==> config.mk <==
export PLATFORM = sky130hd
export DESIGN_NAME = scoreboard
export DESIGN_NICKNAME = d
export VERILOG_FILES = /design/src/rtl/scoreboard.sv
export SDC_FILE = /design/constraint.sdc
export NUM_CORES = 1
export LEC_CHECK = 0
export CORE_MARGIN = 3
export CORE_UTILIZATION = 40
export DETAILED_ROUTE_END_ITERATION = 12
export PLACE_DENSITY_LB_ADDON = 0.2
export SLEW_MARGIN = 20
export SYNTH_ARGS = -nofsm -noshare
export SYNTH_HDL_FRONTEND = slang
export SYNTH_SLANG_ARGS = --single-unit
==> constraint.sdc <==
create_clock -name clk -period 8.2 [get_ports clk]
set_input_delay 1.64 -clock clk [delete_from_list [all_inputs] [get_ports clk]]
set_output_delay 1.64 -clock clk [all_outputs]
set_load 0.01 [all_outputs]
==> src/rtl/scoreboard.sv <==
// scoreboard -- per-register pending-write tracker for an in-order issue stage.
//
// Each of the 8 architectural registers has a 2-bit count of writes issued
// but not yet written back. Decode is stalled on a RAW hazard, meaning a
// source register is still busy. Decode is also stalled when the destination
// count is already saturated at 3. WAW alone never stalls below count 3.
//
// Ports:
//   clk, reset                      clock, asynchronous active-high reset
//   iss_valid                       decode presents an instruction
//   iss_ra1/ra2, iss_use1/use2      source addresses and their read enables
//   iss_wr, iss_wa                  destination write enable and address
//   wb_we3/we4, wb_wa3/wa4          writeback ports (mirror regfile we3/we4, wa3/wa4)
//   stall, iss_accept               combinational issue handshake
//   busy[7:0], inflight[4:0]        registered pending view (no lag vs counts)
//   sb_err                          registered sticky underflow flag
//
// Configuration:
//   SCOREBOARD_FWD_EN  when defined, a source whose only pending write is
//                      being written back this cycle does not stall. The
//                      regfile writes on negedge, so the data is already
//                      valid later in the same cycle.
module scoreboard (
    input  logic       clk,
    input  logic       reset,
    input  logic       iss_valid,
    input  logic [2:0] iss_ra1,
    input  logic [2:0] iss_ra2,
    input  logic       iss_use1,
    input  logic       iss_use2,
    input  logic       iss_wr,
    input  logic [2:0] iss_wa,
    input  logic       wb_we3,
    input  logic       wb_we4,
    input  logic [2:0] wb_wa3,
    input  logic [2:0] wb_wa4,
    output logic       stall,
    output logic       iss_accept,
    output logic [7:0] busy,
    output logic [4:0] inflight,
    output logic       sb_err
);

    logic [1:0] cnt_q [8];
    logic [1:0] cnt_d [8];
    logic [7:0] busy_q, busy_d;
    logic [4:0] inflight_q, inflight_d;
    logic       sb_err_q, sb_err_d;
    logic       byp1, byp2;

`ifdef SCOREBOARD_FWD_EN
    // Bypass only when the writeback in flight is the last pending write.
    // An older write completing would leave a newer one still outstanding.
    assign byp1 = (cnt_q[iss_ra1] == 2'd1) &&
                  ((wb_we3 && (wb_wa3 == iss_ra1)) || (wb_we4 && (wb_wa4 == iss_ra1)));
    assign byp2 = (cnt_q[iss_ra2] == 2'd1) &&
                  ((wb_we3 && (wb_wa3 == iss_ra2)) || (wb_we4 && (wb_wa4 == iss_ra2)));
`else
    assign byp1 = 1'b0;
    assign byp2 = 1'b0;
`endif

    // Stall looks at the current counts only. A writeback freeing a
    // saturated destination becomes visible on the following cycle.
    always_comb begin
        stall = iss_valid &&
                ((iss_use1 && busy_q[iss_ra1] && !byp1) ||
                 (iss_use2 && busy_q[iss_ra2] && !byp2) ||
                 (iss_wr && (cnt_q[iss_wa] == 2'd3)));
        iss_accept = iss_valid && !stall;
    end

    // busy and inflight are derived from the next counts, so they
    // register in step with the counters.
    always_comb begin
        sb_err_d   = sb_err_q;
        inflight_d = 5'd0;
        busy_d     = 8'h00;
        for (int r = 0; r < 8; r++) begin
            logic       inc;
            logic [1:0] dec;
            logic [2:0] tmp;
            logic [2:0] nxt;
            inc = iss_accept && iss_wr && (iss_wa == 3'(r));
            dec = {1'b0, (wb_we3 && (wb_wa3 == 3'(r)))} +
                  {1'b0, (wb_we4 && (wb_wa4 == 3'(r)))};
            // Increment only happens below 3 (a full count stalls), so tmp <= 3.
            tmp = {1'b0, cnt_q[r]} + {2'b00, inc};
            nxt = 3'd0;
            if (tmp < {1'b0, dec}) begin
                cnt_d[r] = 2'd0;
                sb_err_d = 1'b1;
            end else begin
                nxt      = tmp - {1'b0, dec};
                cnt_d[r] = nxt[1:0];
            end
            busy_d[r]  = (cnt_d[r] != 2'd0);
            inflight_d = inflight_d + {3'b000, cnt_d[r]};
        end
    end

    always_ff @(posedge clk or posedge reset) begin
        if (reset) begin
            for (int r = 0; r < 8; r++) cnt_q[r] <= 2'd0;
            busy_q     <= 8'h00;
            inflight_q <= 5'd0;
            sb_err_q   <= 1'b0;
        end else begin
            for (int r = 0; r < 8; r++) cnt_q[r] <= cnt_d[r];
            busy_q     <= busy_d;
            inflight_q <= inflight_d;
            sb_err_q   <= sb_err_d;
        end
    end

    assign busy     = busy_q;
    assign inflight = inflight_q;
    assign sb_err   = sb_err_q;

endmodule

# Word-level counts from Yosys, hierarchy flattened
# Index checks and enable logic that the tools add are counted.
# word_totals
reg_bits	30
in_bits	23
out_inout_bits	16
elab_cells	144
# op_classes
add_sub_neg	31
n_lt_le_gt_ge	11
n_eq_ne	22
n_mux	23
bitwise_logic	1
reduce_logical	45
# op_table
operator	n
3-bit equality test, second input constant	12
1-bit logical AND	30
2-bit by 1-bit adder with 3-bit output	8
3-bit by 2-bit < comparator with 1-bit output	8
5-bit by 2-bit adder with 5-bit output	4
2-bit 2-to-1 mux	10
3-bit by 2-bit equality test with 1-bit output, second input constant	6
1-bit by 1-bit adder with 2-bit output	8
2-bit nonzero test	8
2-bit subtractor	8
1-bit 2-to-1 mux	10
3-bit by 1-bit equality test with 1-bit output, second input constant	3
3-bit logical NOT	3
3-bit by 4-bit < comparator with 1-bit output, second input constant	2
8-bit nonzero test	1
1-bit binary-select mux with 3-bit select	2
2-bit binary-select mux with 3-bit select	1
4-bit by 2-bit adder with 5-bit output	1
3-bit by 2-bit adder with 4-bit output	1
4-bit >= comparator, second input constant	1
3-bit inverter with 4-bit output	1
2-bit by 2-bit adder with 3-bit output	1
2-bit equality test, second input constant	1
1-bit logical OR	2
1-bit logical NOT	1

# Longest topological paths before layout
# depth
ltp_word	22
ltp_mapped	23
depth_no_buf	22

# Least setup slack after synthesis
# Ideal clock, no wire load.
# synth_path
kind	in2reg
startpoint	input port iss_ra1[2]
endpoint	register inflight_q[3], in the netlist inflight[3]
t_arrival_ps	6538
path_slack_ps	1540
stages	17
cell_sequence	mux4_2 -> a2bb2oi_2 -> a221oi_4 -> nand4_2 -> nor2_1 -> ha_1 -> fa_1 -> xnor2_1 -> and2_1 -> fa_1 -> fa_1 -> fa_1 -> fa_1 -> ha_1 -> inv_1 -> fa_1 -> xnor2_1
# synth_lines
item	line	text
start: declaration	27	input logic [2:0] iss_ra1,
end signal: assignment	111	inflight_q <= inflight_d;
end: declaration	47	logic [4:0] inflight_q, inflight_d;

==> summary.txt <==
post-CTS resize count: 0
Crit path max-delay family: adder cells
Final #Nets: 380
met3 Use GR: 0.0352
unrepaired setup endpoints after global routing: no
final worst-path cycle share: 0.881
critical path, cell by cell: clkdlybuf4s50_1 -> mux4_2 -> a2bb2oi_2 -> a221oi_4 -> o2111ai_2 -> nor2_1 -> ha_1 -> fa_1 -> nor3b_1 -> nor2_1 -> nor2_1 -> fa_1 -> inv_1 -> fa_1 -> inv_1 -> fa_1 -> fa_1 -> ha_1 -> inv_1 -> fa_1 -> inv_1
WS Path Type: primary input to register
Setup crit end kind: register
max-slew violations: 0
M2 GR Usage: 0.284
Num CTS Buffers: 5
Initial Utilization: 0.425
pin slew with the least headroom to its limit: 0.582 ns
Post-Route WL: 5570 um
buffer and inverter count on the worst path: 5
Post-CTS Setup Inserts: 0
sequential-to-total area share from yosys stat: 0.292
full die area: 7440 sq um
hold_ws: 0.506 ns
1st-pass router iterations: 4
slew margin rel.: 0.612
Synth Warn #: 0
Vias per Instance: 4.95
Layout area overhead: 22.1%
clk_lat worst skew: 0.28 ns
worst min-delay path class: register to register
area of the multi-input gates: 1660 sq um
Avg Inst Size Synth: 10.1 sq um
area leader, netlist: dfrtp_1
critical path's slowest cell: fa_1
CP peak stage delay: 0.55 ns
hold depth: 2
max-cap viol count: 0
GP Congestion: 0.844
initial detailed-routing violation count: 47
CP required: 8.38 ns
Total Negative Setup Slacks: 0 ns
dpl hpwl: 4780 um
worst-path fanout max: 4
Residual DRC: 0
Max Clock Skew: 0.00285 ns
Worst path depth: 21
CP most frequent cell: fa_1
# IOs: 39
CTS tree: yes
static leakage: 1.58 nW
Worst Reg-to-Reg Cells: 20
chip height: 86.2 um
gate count after technology mapping: 256
ANT nets after route: 0
status: finished clean
initial antenna violation count: 0
clk buf depth: 2
clk slew on worst S/H paths: 0.06 ns
Top Usage Layer GRT: met2
post-synthesis register bit count: 30
Seq. cell area: 751 sq um
Worst EP arrival: 7.40 ns
total congestion overflow: 0
ranking of synthesized cells by area: dfrtp_1 (29%), ha_1 (18%), fa_1 (15%), inv_1 (6.3%), nor2_1 (4.8%)
pin count of the biggest net entering global routing: 31
CORE AREA: 6060 sq um
Ant. Diodes: 0
maximum VDD drop: 202 uV
global-route wire length before repair: 9600 um
post-synthesis cell type count: 37
Critical Path Start Type: primary input
vias after detailed routing: 1867
Setup Viol. Count Final: 0
Synth Cell Area: 2570 sq um
Finished Core Util: 0.519
syn_nets: 335
cts hold-fix bufs: 0
Pwr Density: 255 nW/um^2
vias in the first global route: 2024
Design Power: 0.801 mW
Synth top area share: 0.292
met1 Resource Use GR: 0.218
Chip Width: 86.2 um
Min Clock Period, post-route: 7.23 ns
FP Rows: 28
Total Routing Usage GR: 0.168
H-tree levels: 2
Final Hold Fails: 0
layout cells sized above 1: 0.0861
fillers: 579
CTS Sinks: 30
Fmax: 0.138 GHz
IO Port Bufs: 38
WL/cell: 14.8 um
CTS root buffer: clkbuf_8
cell usage after synthesis:
library cell and instances:
a21o_1 2, a21oi_1 7, a221oi_1 1, a221oi_4 1, a22o_1 1, a22oi_1 2
a2bb2oi_2 1, a311o_1 1, and2_1 7, and3_1 1, clkbuf_1 1, dfrtp_1 30
fa_1 19, ha_1 37, inv_1 43, mux2_2 1, mux2i_1 3, mux4_2 2
nand2_1 7, nand2b_1 10, nand3_1 4, nand4_2 1, nor2_1 33, nor2b_1 4
nor3_1 5, nor3_2 2, nor3b_1 1, nor4_1 1, o2111ai_2 1, o21ai_0 2
o22ai_1 1, o311ai_0 1, o31a_1 3, o31ai_1 2, or2_2 9, xnor2_1 8
xor2_1 1
area by class of cell:
class	instances	share of cell area
Timing Repair Buffer	39	0.123
Clock inverter	1	0.00159
Tap cell	75	0.0298
Multi-Input combinational cell	182	0.528
Sequential cell	30	0.239
Inverter	43	0.0513
Clock buffer	7	0.0275
through the flow:
stage | cells | cell area [sq um] | setup slack, ns
after floorplan | 256 | 2570 | 1.54
after global placement | 369 | 3050 | 0.714
after detailed placement | 369 | 3050 | 0.647
after CTS | 377 | 3140 | 0.921
after global routing | 377 | 3140 | 0.615
final | 377 | 3140 | 0.973
kinds of logic after synthesis:
group	synth area share
AOI/OAI and AO/OA	0.0836
adders and majority gates	0.327
xor gates and xnor gates	0.0306
and+or+nand+nor	0.169
DFF	0.292
muxes	0.0335
buffers and inverters	0.0641
flip-flops by register name (all words and copies together) (netlist names):
name	flops
sb_err	1
cnt_q	16
busy	8
inflight	5
power breakdown:
group	internal (mW)	switching (mW)	total [mW]
Sequential	0.201	0.0311	0.232
Combinational	0.220	0.227	0.447
Clock	0.0676	0.0539	0.121
Total	0.489	0.312	0.801
routing by layer:
| metal | vias to the layer above | part of all wire | wire length, um |
|---|---|---|---|
| li1 | 921 | - | - |
| met1 | 885 | 0.45 | 2500 |
| met2 | 52 | 0.48 | 2660 |
| met3 | 9 | 0.057 | 319 |
| met4 | 0 | 0.015 | 85 |
| met5 | - | 0 | 0 |
cells in the final DEF, fill, tap and decap left out, types with 2 or more instances in the layout:
master	count
or2_2	9
o31ai_1	2
o21ai_0	2
nor3_1	5
ha_1	37
a21o_1	2
xnor2_1	8
fa_1	19
nand3_1	4
mux4_2	2
nand2_1	7
mux2i_1	3
nor2_1	33
clkdlybuf4s50_1	38
and2_1	7
nor3_2	2
inv_1	43
nand2b_1	10
clkbuf_8	6
dfrtp_1	30
a22oi_1	2
o31a_1	3
a21oi_1	7
nor2b_1	4
tightest hold or removal path, delay by kind of cell (launching register included):
family | cells | cell delay, ns
flops | 1 | 0.36
simple gates | 2 | 0.11
path summary, 6_finish.rpt:
| check | endpoint | start | slack (ns) |
|---|---|---|---|
| max | inflight[2]$_DFF_PP0_ | iss_ra1[2] | 0.97 |
| min | sb_err$_DFFE_PP0P_ | sb_err$_DFFE_PP0P_ | 0.51 |
| max reg2reg | inflight[2]$_DFF_PP0_ | busy[3]$_DFF_PP0_ | 2.48 |
| min reg2reg | sb_err$_DFFE_PP0P_ | sb_err$_DFFE_PP0P_ | 0.51 |
| max in group asynchronous | cnt_q[10]$_DFF_PP0_ | reset | 6.18 |
| min in group asynchronous | inflight[2]$_DFF_PP0_ | reset | 1.74 |
No activity file was read; power rests on OpenSTA's default activity.
